**config.mk**
```make
export PLATFORM = sky130hd
export DESIGN_NAME = writeback_stage
export DESIGN_NICKNAME = d
export VERILOG_FILES = /design/src/rtl/wb_pkg.sv /design/src/rtl/wb_load_align.sv /design/src/rtl/writeback_stage.sv
export SDC_FILE = /design/constraint.sdc
export NUM_CORES = 1
export LEC_CHECK = 0
export BUFFER_PORTS_ARGS = -buffer_cell sky130_fd_sc_hd__buf_2
export CAP_MARGIN = 10
export CORE_MARGIN = 2
export CORE_UTILIZATION = 46
export DETAILED_ROUTE_END_ITERATION = 8
export PLACE_DENSITY_LB_ADDON = 0.08
export SKIP_LAST_GASP = 1
export SLEW_MARGIN = 10
export SYNTH_ARGS = -nofsm -noshare
export SYNTH_HDL_FRONTEND = slang
export SYNTH_SLANG_ARGS = --single-unit
```
**constraint.sdc**
```tcl
create_clock -name clk -period 2.5 [get_ports clk]
set_input_delay 0.125 -clock clk [delete_from_list [all_inputs] [get_ports clk]]
set_output_delay 0.125 -clock clk [all_outputs]
set_load 0.01 [all_outputs]
```
**src/rtl/wb_pkg.sv**
```systemverilog
// Shared encodings for the writeback stage: result-source select and load size.
package wb_pkg;

  typedef enum logic [1:0] {
    WB_ALU  = 2'd0,
    WB_MEM  = 2'd1,
    WB_LINK = 2'd2,
    WB_IMM  = 2'd3
  } wb_sel_e;

  typedef enum logic [1:0] {
    LD_WORD   = 2'd0,
    LD_BYTE_U = 2'd1,
    LD_BYTE_S = 2'd2,
    LD_RSVD   = 2'd3
  } ld_size_e;

endpackage

```
**src/rtl/wb_load_align.sv**
```systemverilog
// Combinational sub-word load alignment: picks one byte lane and zero- or
// sign-extends it, or passes the whole word through.
module wb_load_align
  import wb_pkg::*;
#(
  parameter int WIDTH  = 16,
  parameter int BSEL_W = $clog2(WIDTH/8)
) (
  input  logic [WIDTH-1:0]  MemOut,
  input  logic [1:0]        MemSize,
  input  logic [BSEL_W-1:0] ByteSel,
  output logic [WIDTH-1:0]  AlignedData
);

  localparam int NLANES = WIDTH / 8;

  logic [7:0] lanes [NLANES];
  logic [7:0] lane;

  for (genvar gi = 0; gi < NLANES; gi++) begin : g_lane
    assign lanes[gi] = MemOut[8*gi +: 8];
  end

  // A select beyond the last lane (non power-of-two byte counts) reads as zero.
  always_comb begin
    lane = 8'h00;
    for (int i = 0; i < NLANES; i++) begin
      if (ByteSel == BSEL_W'(i)) lane = lanes[i];
    end
  end

  always_comb begin
    AlignedData = MemOut;
    case (ld_size_e'(MemSize))
      LD_BYTE_U: AlignedData = {{(WIDTH-8){1'b0}}, lane};
      LD_BYTE_S: AlignedData = {{(WIDTH-8){lane[7]}}, lane};
      default:   AlignedData = MemOut;
    endcase
  end

endmodule

```
**src/rtl/writeback_stage.sv**
```systemverilog
// Final pipeline stage: result select, stage register toward the register file,
// a combinational forwarding tap, and a retired-instruction counter.
module writeback_stage
  import wb_pkg::*;
#(
  parameter int WIDTH    = 16,
  parameter int REG_AW   = 3,
  parameter int CNT_W    = 32,
  parameter int ZERO_REG = 0,
  parameter int BSEL_W   = $clog2(WIDTH/8)
) (
  input  logic              clk,
  input  logic              rst,
  input  logic              Stall,
  input  logic              Flush,
  input  logic              InValid,
  input  logic              InRegWrite,
  input  logic [REG_AW-1:0] InRegAddr,
  input  logic [1:0]        WBSel,
  input  logic [1:0]        MemSize,
  input  logic [BSEL_W-1:0] ByteSel,
  input  logic [WIDTH-1:0]  ALUOut,
  input  logic [WIDTH-1:0]  MemOut,
  input  logic [WIDTH-1:0]  LinkIn,
  input  logic [WIDTH-1:0]  ImmIn,
  output logic              FwdValid,
  output logic [REG_AW-1:0] FwdAddr,
  output logic [WIDTH-1:0]  FwdData,
  output logic              WBValid,
  output logic              WBRegWrite,
  output logic [REG_AW-1:0] WBRegAddr,
  output logic [WIDTH-1:0]  WBData,
  output logic [CNT_W-1:0]  RetireCount
);

  logic [WIDTH-1:0]  load_data;
  logic [WIDTH-1:0]  result;
  logic              eff_write;
  logic              zero_block;

  logic              wb_valid_q, wb_valid_d;
  logic              wb_write_q, wb_write_d;
  logic [REG_AW-1:0] wb_addr_q,  wb_addr_d;
  logic [WIDTH-1:0]  wb_data_q,  wb_data_d;
  logic [CNT_W-1:0]  retire_q,   retire_d;

  wb_load_align #(.WIDTH(WIDTH), .BSEL_W(BSEL_W)) u_align (
    .MemOut      (MemOut),
    .MemSize     (MemSize),
    .ByteSel     (ByteSel),
    .AlignedData (load_data)
  );

  always_comb begin
    result = ALUOut;
    case (wb_sel_e'(WBSel))
      WB_ALU:  result = ALUOut;
      WB_MEM:  result = load_data;
      WB_LINK: result = LinkIn;
      WB_IMM:  result = ImmIn;
    endcase
  end

  assign zero_block = (ZERO_REG != 0) && (InRegAddr == '0);
  assign eff_write  = InValid & InRegWrite & ~zero_block;

  // Forwarding tap sees the incoming instruction regardless of Stall.
  assign FwdValid = eff_write & ~Flush;
  assign FwdAddr  = InRegAddr;
  assign FwdData  = result;

  always_comb begin
    wb_valid_d = wb_valid_q;
    wb_write_d = wb_write_q;
    wb_addr_d  = wb_addr_q;
    wb_data_d  = wb_data_q;
    retire_d   = retire_q;
    if (Flush) begin
      // Bubble: address and data are held, only the qualifiers drop.
      wb_valid_d = 1'b0;
      wb_write_d = 1'b0;
    end else if (!Stall) begin
      wb_valid_d = InValid;
      wb_write_d = eff_write;
      wb_addr_d  = InRegAddr;
      wb_data_d  = result;
      if (InValid) retire_d = retire_q + 1'b1;
    end
  end

  always_ff @(posedge clk) begin
    if (rst) begin
      wb_valid_q <= 1'b0;
      wb_write_q <= 1'b0;
      wb_addr_q  <= '0;
      wb_data_q  <= '0;
      retire_q   <= '0;
    end else begin
      wb_valid_q <= wb_valid_d;
      wb_write_q <= wb_write_d;
      wb_addr_q  <= wb_addr_d;
      wb_data_q  <= wb_data_d;
      retire_q   <= retire_d;
    end
  end

  assign WBValid     = wb_valid_q;
  assign WBRegWrite  = wb_write_q;
  assign WBRegAddr   = wb_addr_q;
  assign WBData      = wb_data_q;
  assign RetireCount = retire_q;

endmodule
```
# == Word-level counts from Yosys, hierarchy flattened ==
# Cells that the tools add are included.
# word_totals
register_bits,53
inputBits,78
out_inout_bits,73
# classes
add_sub_neg,1
n_eq_ne,5
mux,3
bitwise,4
n_reduce_logical,4
# op_table
cell,n
$pmux 16 s4,1
$add 32x1->32 const B,1
$pmux 16 s2,1
$mux 8,1
$eq 2x2->1 const B,3
$eq 2x1->1 const B,2
$reduce_and 3->1,1
$and 1x1->1,2
$logic_not 2->1,1
$not 1->1,2
$reduce_and 2->1,1
$reduce_or 2->1,1

# == Longest topological paths before layout ==
# Gate-level depths: netlist (run 1).
# depth
word_depth,3
mapped_depth,8

# == Modules after synthesis ==
# From an unflattened synthesis (run 1), not the netlist that was laid out.
# hier_totals
cells_unflattened,362
area_unflattened_um2,3074.2
# modules_own_cells
mod,instances,cells_per_inst,area_each_um2,seq_area_each_um2
writeback_stage,1,307,2727.6,1061.0
wb_load_align,1,55,346.6,0.0

# == Worst setup path after synthesis (run 1) ==
# OpenSTA, ideal clock, no wires.
# synth_timing
path_kind,register -> register
from,reg retire_q[4] (netlist: RetireCount[4])
to,reg retire_q[31] (netlist: RetireCount[31])
setup_time_ps,70
t_arrival_ps,2044
required_time_ps,2430
slack_ps,386
stages_incl_launch_ff,7
path_buffers,1
cell_sequence,dfxtp_1 buf_4 and3_1 nand3_1 or4_4 or4_1 a21oi_1
# synth_via
elab_chain_cells,1
# synth_lines
item,line_no,rtl
"start, declared",writeback_stage.sv:45,"logic [CNT_W-1:0] retire_q, retire_d;"
"start signal, assigned",writeback_stage.sv:103,retire_q <= retire_d;
$add 32x1->32,writeback_stage.sv:87,if (InValid) retire_d = retire_q + 1'b1;
# No other way between the ends.
# A chain may end at the register's enable or synchronous reset.

# == Worst setup path in the final report (run 1) ==
# layout_timing
from,reg retire_q[5] (netlist: RetireCount[5])
to,reg retire_q[29] (netlist: RetireCount[29])
# The elaborated chain is that of the path after synthesis.

==> insert_results.sql, run 1 <==
INSERT INTO impl_metrics (metric_group, metric, value, unit) VALUES
('drt', 'detail_route.iter0.violations', '159', ''),
('grt', 'gr-usage-all-layers', '23.0', '%'),
('sta', 'fin_setup_tns', '0', 'ns'),
('final_layout', 'finalNetCount', '606', ''),
('setup_path', 'critical_path.startpoint_type', 'register', ''),
('final_layout', 'antenna-diode-count', '0', ''),
('drt', 'remaining_drc_errors', '0', ''),
('setup_path', 'timing_worst_setup_path_type', 'reg2reg', ''),
('sta', 'minimum_hold_slack', '0.0732', 'ns'),
('cts', 'clock-root-buffer', 'clkbuf_8', ''),
('drt', 'wl', '8470', 'um'),
('pwr', 'p_int', '1.22', 'mW'),
('synth', 'synthesis.area', '0.00300', 'mm2'),
('setup_path', 'worst_setup_path_end_kind', 'register', ''),
('die', 'die_w', '84.7', 'um'),
('drt', 'drt-vias-per-instance', '5.38', ''),
('sta', 'timing.final.crit_period', '2.20', 'ns'),
('final_layout', 'area_growth', '27.7', '%'),
('pwr', 'power_density', '445', 'mW/mm2'),
('place', 'place.detailed.hpwl', '6410', 'um'),
('cts', 'clockBufferDepth', '2', ''),
('sta', 'maxClockFrequency', '455', 'MHz'),
('cts', 'ctsHoldBuffers', '0', ''),
('synth', 'syn_inst', '390', ''),
('cts', 'clkSinkCount', '53', ''),
('synth', 'post-synth-top-area-cell', 'dfxtp_1', ''),
('cts', 'cts_tree', 'yes', ''),
('drt', 'num_vias', '3243', ''),
('grt', 'grt_start_max_net_pins', '34', ''),
('pwr', 'post-layout-total-power', '1.70', 'mW'),
('sta', 'max_slew.worst_pin.slew', '0.652', 'ns'),
('cts', 'clk_latency', '0.30', 'ns'),
('die', 'ioPinCount', '151', ''),
('synth', 'synthTopCellsByCount', 'nor2_1 (76), dfxtp_1 (53), a21oi_1 (41), nand2_1 (23), clkbuf_1 (20)', ''),
('synth', 'ys.flop_type', 'dfxtp_1', ''),
('synth', 'synth_enable_flop_cells', '0', ''),
('pwr', 'power.share.combinational', '20.8', '%'),
('sta', 'hold_violations', '0', ''),
('pwr', 'seq_power_share', '51.5', '%'),
('run', 'max_cap_violations', '0', ''),
('synth', 'synth.ff_latch_count', '53', ''),
('grt', 'first_global_vias', '2981', ''),
('cts', 'cts_resized', '0', ''),
('setup_path', 'cp_max_fo', '12', ''),
('drt', 'routedWlPerCell', '14.1', 'um'),
('sta', 'grt_setup_unrepaired', 'no', ''),
('die', 'core.rowCount', '29', ''),
('die', 'fp.dieArea', '0.00718', 'mm2'),
('synth', 'synthesis.area_per_instance', '7.69', 'um2'),
('drt', 'drt-pass1-iter-count', '5', ''),
('outcome', 'status', 'finished, final reports clean', ''),
('place', 'port-buffer-count', '150', ''),
('synth', 'synth_fp_nets', '471', ''),
('cts', 'clk_pin_slew_worst_paths', '0.10', 'ns'),
('synth', 'synth.area.top_cells', 'dfxtp_1 (35%), nor2_1 (9.5%), a21oi_1 (6.8%)', ''),
('sta', 'fin_skew', '0.0110', 'ns'),
('sta', 'finalMaxSlewViolations', '0', ''),
('sta', 'setup_viol_count_final', '0', ''),
('synth', 'ys.warnings.count', '0', ''),
('setup_path', 'crit_path_required_time', '2.74', 'ns'),
('grt', 'grt-ovfl-total', '0', ''),
('die', 'core', '0.00631', 'mm2'),
('cts', 'number_of_buffers_created_by_cts', '5', ''),
('pwr', 'max-vdd-ir-drop', '0.320', 'mV'),
('final_layout', 'fillCellCount', '612', ''),
('setup_path', 'worst_ep_arrival_time', '2.43', 'ns'),
('synth', 'synth_top_area_share', '35.4', '%'),
('synth', 'synth.yosys.seq_area_share', '35.4', '%'),
('grt', 'grt_antenna_before_repair', '0', ''),
('pwr', 'clock_power_share', '27.7', '%'),
('sta', 'worst_slew_margin_rel', '56.6', '%');
## worst paths after layout
| check | from | end | slack [ns] | depth (start not counted) |
|---|---|---|---|---|
| max | RetireCount[5]$_SDFFE_PP0P_ | RetireCount[29]$_SDFFE_PP0P_ | 0.30 | 5 |
| min | InRegAddr[0] | WBRegAddr[0]$_SDFFE_PP0P_ | 0.07 | 3 |
| min reg2reg | WBRegAddr[0]$_SDFFE_PP0P_ | WBRegAddr[0]$_SDFFE_PP0P_ | 0.45 | 2 |
| max reg2reg | RetireCount[5]$_SDFFE_PP0P_ | RetireCount[29]$_SDFFE_PP0P_ | 0.30 | 5 |
## state kept, by name (all words and copies together) (netlist names)
| register | flops |
|---|---|
| WBData | 16 |
| WBRegAddr | 3 |
| WBRegWrite | 1 |
| RetireCount | 32 |
| WBValid | 1 |
## cell families (layout without fill, tap and decap cells)
group           after synthesis  count (layout)  share of synthesized area (%)
buf+inv                      36             172                           5.76
xor+xnor                     20              20                           5.84
simple gates                181             181                           30.6
compound gates               80              80                           15.2
fa+ha+maj                     3               3                           1.25
mux                          17              17                           6.01
flops                        53              53                           35.4
## layer usage
metal | routed length [um] | share of wire [%] | global-route usage, % | vias up
met1 | 3820 | 45 | 30.0 | 1498
met3 | 535 | 6.3 | 4.62 | 8
met2 | 4020 | 47 | 38.7 | 107
li1 | - | - | - | 1630
met5 | 0 | 0 | 0 | -
met4 | 103 | 1.2 | 6.35 | 0
## cell type report
type                    count  area [um2]  share of cell area [%]
multi-input cells         301        1770                    46.1
well taps                  77        96.3                    2.52
clock inverters             1        7.51                   0.196
repair buffers            155         788                    20.6
inverters                   9        33.8                   0.882
flip-flops and latches     53        1060                    27.7
clock buffers               7        76.3                    1.99
## per-stage QoR
stage / utilization, % / cells / setup WS, ns / instance area (um2)
2_1_floorplan: - / 390 / 0.386 / 3000
3_3_place_gp: 59.3 / 595 / 0.407 / 3740
3_5_place_dp: 59.3 / 595 / 0.302 / 3740
4_1_cts: 60.6 / 603 / 0.284 / 3830
5_1_grt: 60.6 / 603 / 0.152 / 3830
6_report: 60.6 / 603 / 0.303 / 3830
## worst max-delay path, stage by stage, from the launching register on
cell	delay, ns
dfxtp_1	0.43
and4_1	0.25
nand2_1	0.17
or4_4	0.64
or4_1	0.49
a21oi_1	0.15
## placed cells by master, fill, tap and decap left out, types with 3 or more instances in the layout
| cell | synthesis | routed |
|---|---|---|
| a21oi_1 | 41 | 41 |
| a22oi_1 | 15 | 15 |
| buf_2 | 0 | 150 |
| nor4_1 | 3 | 3 |
| buf_4 | 4 | 5 |
| ha_1 | 3 | 3 |
| nand4b_1 | 8 | 8 |
| mux2i_1 | 9 | 9 |
| inv_1 | 9 | 9 |
| nor3_1 | 11 | 11 |
| mux2_2 | 8 | 8 |
| nand3_1 | 10 | 10 |
| clkbuf_8 | 0 | 5 |
| xor2_1 | 12 | 12 |
| or3_1 | 9 | 9 |
| nand2b_1 | 12 | 12 |
| xnor2_1 | 8 | 8 |
| nor2_1 | 76 | 76 |
| nand4_1 | 8 | 8 |
| nand2_1 | 23 | 23 |
| and3_1 | 4 | 4 |
| o31ai_1 | 3 | 3 |
| dfxtp_1 | 53 | 53 |
| and2_1 | 3 | 3 |
| o21ai_0 | 17 | 17 |
## power by group through the flow
stage,Sequential [mW],Clock (mW),Combinational (mW)
3_5_place_dp,0.896,0,0.352
5_1_grt,0.880,0.526,0.390
6_report,0.876,0.472,0.355
2_1_floorplan,0.906,0,0.191
4_1_cts,0.876,0.492,0.353
3_3_place_gp,0.895,0,0.349
Power figures use the tool's default switching activity.
==> run 2, diff against run 1 <==
--- a/config.mk
+++ b/config.mk
@@ -6,8 +6,9 @@
 export NUM_CORES = 1
 export LEC_CHECK = 0
+export ABC_AREA = 1
 export BUFFER_PORTS_ARGS = -buffer_cell sky130_fd_sc_hd__buf_2
 export CAP_MARGIN = 10
 export CORE_MARGIN = 2
-export CORE_UTILIZATION = 46
+export CORE_UTILIZATION = 48
 export DETAILED_ROUTE_END_ITERATION = 8
 export PLACE_DENSITY_LB_ADDON = 0.08
==> constraint.sdc (replaced) <==
create_clock -name clk -period 2.5 [get_ports clk]
set_input_delay 0.25 -clock clk [delete_from_list [all_inputs] [get_ports clk]]
set_output_delay 0.25 -clock clk [all_outputs]
set_load 0.01 [all_outputs]
==> insert_results.sql, run 2 <==
INSERT INTO impl_metrics (metric_group, metric, value, unit) VALUES
('pwr', 'power.leakage', '2.29', 'nW'),
('cts', 'clkSinkCount', '53', ''),
('drt', 'routedWlPerCell', '12.0', 'um'),
('cts', 'clk_latency', '0.30', 'ns'),
('final_layout', 'largest_register_ffs', '32', ''),
('drt', 'num_vias', '3718', ''),
('final_layout', 'finalNetCount', '745', ''),
('sta', 'hold_violations', '0', ''),
('grt', 'grt_start_max_net_pins', '27', ''),
('cts', 'clock-root-buffer', 'clkbuf_8', ''),
('die', 'core.rowCount', '30', ''),
('final_layout', 'fin_area', '0.00420', 'mm2'),
('drt', 'remaining_drc_errors', '0', ''),
('grt', 'grt_antenna_before_repair', '0', ''),
('sta', 'finalCritPeriodShare', '77.6', '%'),
('cts', 'post_cts.repair.setup_buffers', '0', ''),
('run', 'max_cap_violations', '0', ''),
('synth', 'synthesis.area', '0.00334', 'mm2'),
('final_layout', 'finish.cell_count_without_fillers', '744', ''),
('place', 'port-buffer-count', '150', ''),
('place', 'place.gp.congestion', '0.925', ''),
('synth', 'ys.warnings.count', '0', ''),
('sta', 'maxClockFrequency', '516', 'MHz'),
('place', 'placed_area', '0.00410', 'mm2'),
('die', 'initial_core_util', '49.4', '%'),
('setup_path', 'worst_setup_path_end_kind', 'output port', ''),
('cts', 'cts_tree', 'yes', ''),
('synth', 'synthTopCellsByCount', 'nand2_1 (105), nor2_1 (81), inv_1 (73), nand3_1 (58), dfxtp_1 (53)', ''),
('sta', 'max_slew.worst_pin.slew', '0.751', 'ns'),
('sta', 'minimum_hold_slack', '0.179', 'ns'),
('die', 'fp.dieArea', '0.00764', 'mm2'),
('die', 'ioPinCount', '151', ''),
('place', 'numPlacedInstances', '737', ''),
('die', 'die_y', '87.4', 'um'),
('final_layout', 'most_common_cell_after_layout_fill_and_taps_aside', 'buf_2', ''),
('synth', 'synthesis.area_per_instance', '6.35', 'um2'),
('drt', 'wl', '8950', 'um'),
('drt', 'detail_route.iter0.violations', '87', ''),
('pwr', 'max-vdd-ir-drop', '0.215', 'mV'),
('worst_hold_path', 'hold_path.class', 'in2reg', ''),
('cts', 'number_of_buffers_created_by_cts', '5', ''),
('synth', 'synth_enable_flop_cells', '0', ''),
('synth', 'synth_fp_nets', '607', ''),
('cts', 'ctsHtreeMaxLevel', '2', ''),
('cts', 'clockBufferDepth', '2', ''),
('final_layout', 'area_growth', '25.8', '%'),
('pwr', 'power_density', '430', 'mW/mm2'),
('place', 'place.detailed.hpwl', '7210', 'um'),
('sta', 'timing.final.crit_period', '1.94', 'ns'),
('synth', 'post-synth-top-area-cell', 'dfxtp_1', ''),
('grt', 'grt-ovfl-total', '0', ''),
('drt', 'drtAntennaViolNets', '0', ''),
('outcome', 'status', 'finished, final reports clean', ''),
('sta', 'setup_viol_count_final', '0', ''),
('sta', 'fin_setup_tns', '0', 'ns'),
('setup_path', 'cp_max_fo', '12', ''),
('cts', 'cts_resized', '0', ''),
('synth', 'synth.ff_latch_count', '53', ''),
('final_layout', 'mostFrequentLayoutCells', 'buf_2 (150), nand2_1 (105), nor2_1 (81), inv_1 (73), nand3_1 (58)', ''),
('sta', 'fin_skew', '0.00557', 'ns'),
('final_layout', 'antenna-diode-count', '0', ''),
('setup_path', 'worst_ep_arrival_time', '1.69', 'ns'),
('setup_path', 'critical_path.startpoint_type', 'input pin', ''),
('grt', 'grt_first_pass_wirelength', '14600', 'um'),
('grt', 'first_global_vias', '3333', ''),
('final_layout', 'fillCellCount', '679', ''),
('grt', 'gr-usage-all-layers', '23.6', '%'),
('die', 'core', '0.00676', 'mm2'),
('drt', 'drt-vias-per-instance', '5.00', ''),
('cts', 'clk_pin_slew_worst_paths', '0.09', 'ns'),
('drt', 'drt-pass1-iter-count', '5', ''),
('setup_path', 'crit_path_required_time', '2.25', 'ns'),
('sta', 'finalMaxSlewViolations', '0', ''),
('setup_path', 'timing_worst_setup_path_type', 'in2out', ''),
('final_layout', 'fraction_of_final_layout_cells_with_drive_strength_greater_than_1', '29.2', '%'),
('synth', 'synth.yosys.seq_area_share', '31.8', '%'),
('sta', 'grt_setup_unrepaired', 'no', ''),
('synth', 'syn_inst', '526', ''),
('die', 'die_w', '87.4', 'um'),
('synth', 'asyncSetResetFlopFracSynth', '0', '%'),
('sta', 'worst_slew_margin_rel', '49.9', '%'),
('synth', 'ys.flop_type', 'dfxtp_1', ''),
('synth', 'synth.area.top_cells', 'dfxtp_1 (32%), nand2_1 (12%), nor2_1 (9.1%)', ''),
('synth', 'synth_top_area_share', '31.8', '%'),
('synth', 'yosysMostFrequentCell', 'nand2_1', ''),
('cts', 'ctsHoldBuffers', '0', ''),
('synth', 'synth.lib_cells_used.distinct', '37', '');
run 2: area by class of cell:
class	instances	area, um2	share of cell area [%]
clock buffer	5	68.8	1.64
clock inverter	2	35.0	0.833
inverter	78	293	6.96
multi-input combinational	373	1870	44.6
sequential	53	1060	25.2
tap	80	100	2.38
timing repair buffer	153	773	18.4
run 2: critical path: stages:
cell	delay, ns
buf_2	0.09
inv_1	0.04
ha_1	0.46
inv_2	0.11
nand2_2	0.09
inv_2	0.09
or2_1	0.23
nand3_1	0.08
nand3_1	0.09
buf_2	0.15
run 2: path summary, 6_finish.rpt:
| path | start | endpoint | slack [ns] | depth (start not counted) |
|---|---|---|---|---|
| worst min-delay path | InRegAddr[1] | WBRegAddr[1]$_SDFFE_PP0P_ | 0.18 | 3 |
| worst max-delay path | MemSize[0] | FwdData[5] | 0.56 | 10 |
| worst max register to register | RetireCount[0]$_SDFFE_PP0P_ | RetireCount[24]$_SDFFE_PP0P_ | 0.98 | 8 |
| worst min register to register | WBValid$_SDFFE_PP0N_ | WBValid$_SDFFE_PP0N_ | 0.49 | 2 |
run 2: cell families after synthesis:
group | after synthesis | share of synthesized area [%]
AND/OR/NAND/NOR | 303 | 43.9
buffers and inverters | 100 | 12.2
AO/OA/AOI/OAI | 63 | 9.96
flip-flops | 53 | 31.8
XOR/XNOR | 4 | 1.05
adder cells (fa/ha/maj) | 3 | 1.12
run 2: report_power, final:
group	switching (mW)	internal [mW]	total, mW	leakage, nW
clock	0.273	0.291	0.565	0.0540
sequential	0.0118	0.868	0.879	0.431
combinational	0.216	0.149	0.365	1.81
run 2: routing by layer:
layer	wire length, um	GRT usage [%]	vias to the layer above
li1	-	-	1945
met1	3680	27.0	1618
met2	4470	42.7	139
met3	565	4.45	16
met4	235	9.37	0
met5	0	0	-
run 2: per-stage QoR:
stage,util [%],setup slack [ns],power (mW)
finish,62.2,0.561,1.81
detailed placement,60.7,0.589,1.26
global route,62.2,0.433,1.90
floorplan,-,0.875,1.11
CTS,62.2,0.587,1.82
global placement,60.7,0.639,1.26
==> run 3, diff against run 2 <==
Clock period 2.5 ns to 2 ns, I/O delays scaled along.
==> insert_results.sql, run 3 (same netlist as run 2, synthesis figures left out) <==
INSERT INTO impl_metrics (metric_group, metric, value, unit) VALUES
('outcome', 'status', 'finished, final reports clean', ''),
('die', 'die_y', '87.4', 'um'),
('grt', 'grt_use_met2', '44.0', '%'),
('cts', 'clockBufferDepth', '2', ''),
('die', 'fp.dieArea', '0.00764', 'mm2'),
('run', 'max_cap_violations', '0', ''),
('setup_path', 'worst_setup_path_end_kind', 'output port', ''),
('grt', 'grt_util_met3', '4.27', '%'),
('final_layout', 'antenna-diode-count', '0', ''),
('drt', 'drtAntennaViolNets', '0', ''),
('cts', 'clk_pin_slew_worst_paths', '0.09', 'ns'),
('cts', 'cts_tree', 'yes', ''),
('place', 'place.detailed.hpwl', '7380', 'um'),
('grt', 'grt-ovfl-total', '0', ''),
('drt', 'remaining_drc_errors', '0', ''),
('die', 'core', '0.00676', 'mm2'),
('grt', 'grt.busiest_layer', 'met2', ''),
('setup_path', 'crit_path_required_time', '1.80', 'ns'),
('place', 'numPlacedInstances', '739', ''),
('grt', 'grt_start_max_net_pins', '27', ''),
('grt', 'use_met1', '28.3', '%'),
('cts', 'clock-root-buffer', 'clkbuf_8', ''),
('sta', 'fin_skew', '0.00400', 'ns'),
('sta', 'max_slew.worst_pin.slew', '0.693', 'ns'),
('pwr', 'max-vdd-ir-drop', '0.259', 'mV'),
('pwr', 'power.leakage', '2.29', 'nW'),
('cts', 'ctsHoldBuffers', '0', ''),
('place', 'port-buffer-count', '150', ''),
('sta', 'minimum_hold_slack', '0.134', 'ns'),
('cts', 'cts_resized', '0', ''),
('sta', 'grt_setup_unrepaired', 'no', ''),
('sta', 'maxClockFrequency', '551', 'MHz'),
('setup_path', 'cp_max_fo', '12', ''),
('drt', 'wl', '9290', 'um'),
('cts', 'number_of_buffers_created_by_cts', '5', ''),
('die', 'initial_core_util', '49.4', '%'),
('place', 'place.gp.congestion', '1.05', ''),
('setup_path', 'critical_path.startpoint_type', 'input pin', ''),
('drt', 'drt-pass1-iter-count', '4', ''),
('final_layout', 'finish.cell_count_without_fillers', '747', ''),
('drt', 'routedWlPerCell', '12.4', 'um'),
('final_layout', 'largest_register_ffs', '32', ''),
('sta', 'worst_slew_margin_rel', '53.8', '%'),
('drt', 'drt-vias-per-instance', '4.99', ''),
('sta', 'finalMaxSlewViolations', '0', ''),
('cts', 'clk_latency', '0.30', 'ns'),
('final_layout', 'multiInputGateArea', '0.00187', 'mm2'),
('grt', 'grt_antenna_before_repair', '0', ''),
('die', 'ioPinCount', '151', ''),
('die', 'core.rowCount', '30', ''),
('sta', 'setup_viol_count_final', '0', ''),
('setup_path', 'timing_worst_setup_path_type', 'in2out', ''),
('final_layout', 'most_common_cell_after_layout_fill_and_taps_aside', 'buf_2', ''),
('setup_path', 'worst_ep_arrival_time', '1.62', 'ns'),
('die', 'die_w', '87.4', 'um'),
('pwr', 'post-layout-total-power', '2.16', 'mW'),
('grt', 'gr-usage-all-layers', '24.3', '%'),
('pwr', 'power_density', '515', 'mW/mm2'),
('final_layout', 'fraction_of_final_layout_cells_with_drive_strength_greater_than_1', '29.2', '%'),
('cts', 'clkSinkCount', '53', ''),
('grt', 'first_global_vias', '3436', ''),
('worst_hold_path', 'hold_path.class', 'in2reg', ''),
('final_layout', 'mostFrequentLayoutCells', 'buf_2 (150), nand2_1 (105), nor2_1 (81), inv_1 (73), nand3_1 (58)', ''),
('place', 'placed_area', '0.00412', 'mm2'),
('sta', 'hold_violations', '0', ''),
('drt', 'detail_route.iter0.violations', '146', ''),
('final_layout', 'finalNetCount', '747', ''),
('final_layout', 'ff_latch_area', '0.00106', 'mm2'),
('final_layout', 'fin_area', '0.00420', 'mm2'),
('sta', 'fin_setup_tns', '0', 'ns'),
('sta', 'timing.final.crit_period', '1.82', 'ns'),
('final_layout', 'area_growth', '25.7', '%'),
('cts', 'post_cts.repair.setup_buffers', '0', ''),
('cts', 'ctsHtreeMaxLevel', '2', ''),
('final_layout', 'fillCellCount', '659', ''),
('drt', 'num_vias', '3727', ''),
('sta', 'finalCritPeriodShare', '90.8', '%'),
('grt', 'grt_first_pass_wirelength', '15000', 'um');
## run 3: cell count changes in the layout (fill, tap and decap cells not counted), sizes merged
| cell | delta |
|---|---|
| clkinv | -1 |
| clkbuf | +2 |
| bufinv | -1 |
| buf | +2 |
| clkinvlp | +1 |
## run 3: worst max-delay path, cell delays in order
cell and delay (ns):
buf_2 0.10, inv_1 0.04, ha_1 0.44, inv_2 0.10, nand2_2 0.09, inv_2 0.09
or2_0 0.21, nand3_1 0.09, nand3_1 0.10, buf_2 0.16
## run 3: worst paths after layout
| path | cells after the start | startpoint | endpoint | slack (ns) |
|---|---|---|---|---|
| max | 10 | MemSize[0] | FwdData[3] | 0.18 |
| min | 3 | InRegAddr[2] | WBRegAddr[2]$_SDFFE_PP0P_ | 0.13 |
| max reg2reg | 8 | RetireCount[0]$_SDFFE_PP0P_ | RetireCount[26]$_SDFFE_PP0P_ | 0.45 |
| min reg2reg | 2 | RetireCount[27]$_SDFFE_PP0P_ | RetireCount[27]$_SDFFE_PP0P_ | 0.48 |
## run 3: final cells by class
cell class,count,area share (%)
Inverter,78,6.97
Tap cell,80,2.38
Clock inverter,1,0.179
Timing Repair Buffer,155,18.8
Sequential cell,53,25.3
Multi-Input combinational cell,373,44.6
Clock buffer,7,1.82
## run 3: metrics by stage
| step | util [%] | worst slack, ns |
|---|---|---|
| floorplan | - | 0.425 |
| global placement | 60.9 | 0.244 |
| detailed placement | 60.9 | 0.216 |
| CTS | 62.1 | 0.215 |
| global route | 62.1 | 0.0407 |
| finish | 62.1 | 0.184 |
## run 3: report_power, final
group          total [mW]  switching [mW]  internal (mW)  leakage, nW
registers            1.10          0.0150           1.08        0.431
logic               0.464           0.275          0.189         1.82
clock network       0.598           0.349          0.249       0.0385
total                2.16           0.639           1.52         2.29
## run 3: per-layer routing
layer	vias up	part of all wire (%)
li1	1943	-
met1	1630	42
met2	130	49
met3	24	6.0
met4	0	2.6
met5	-	0
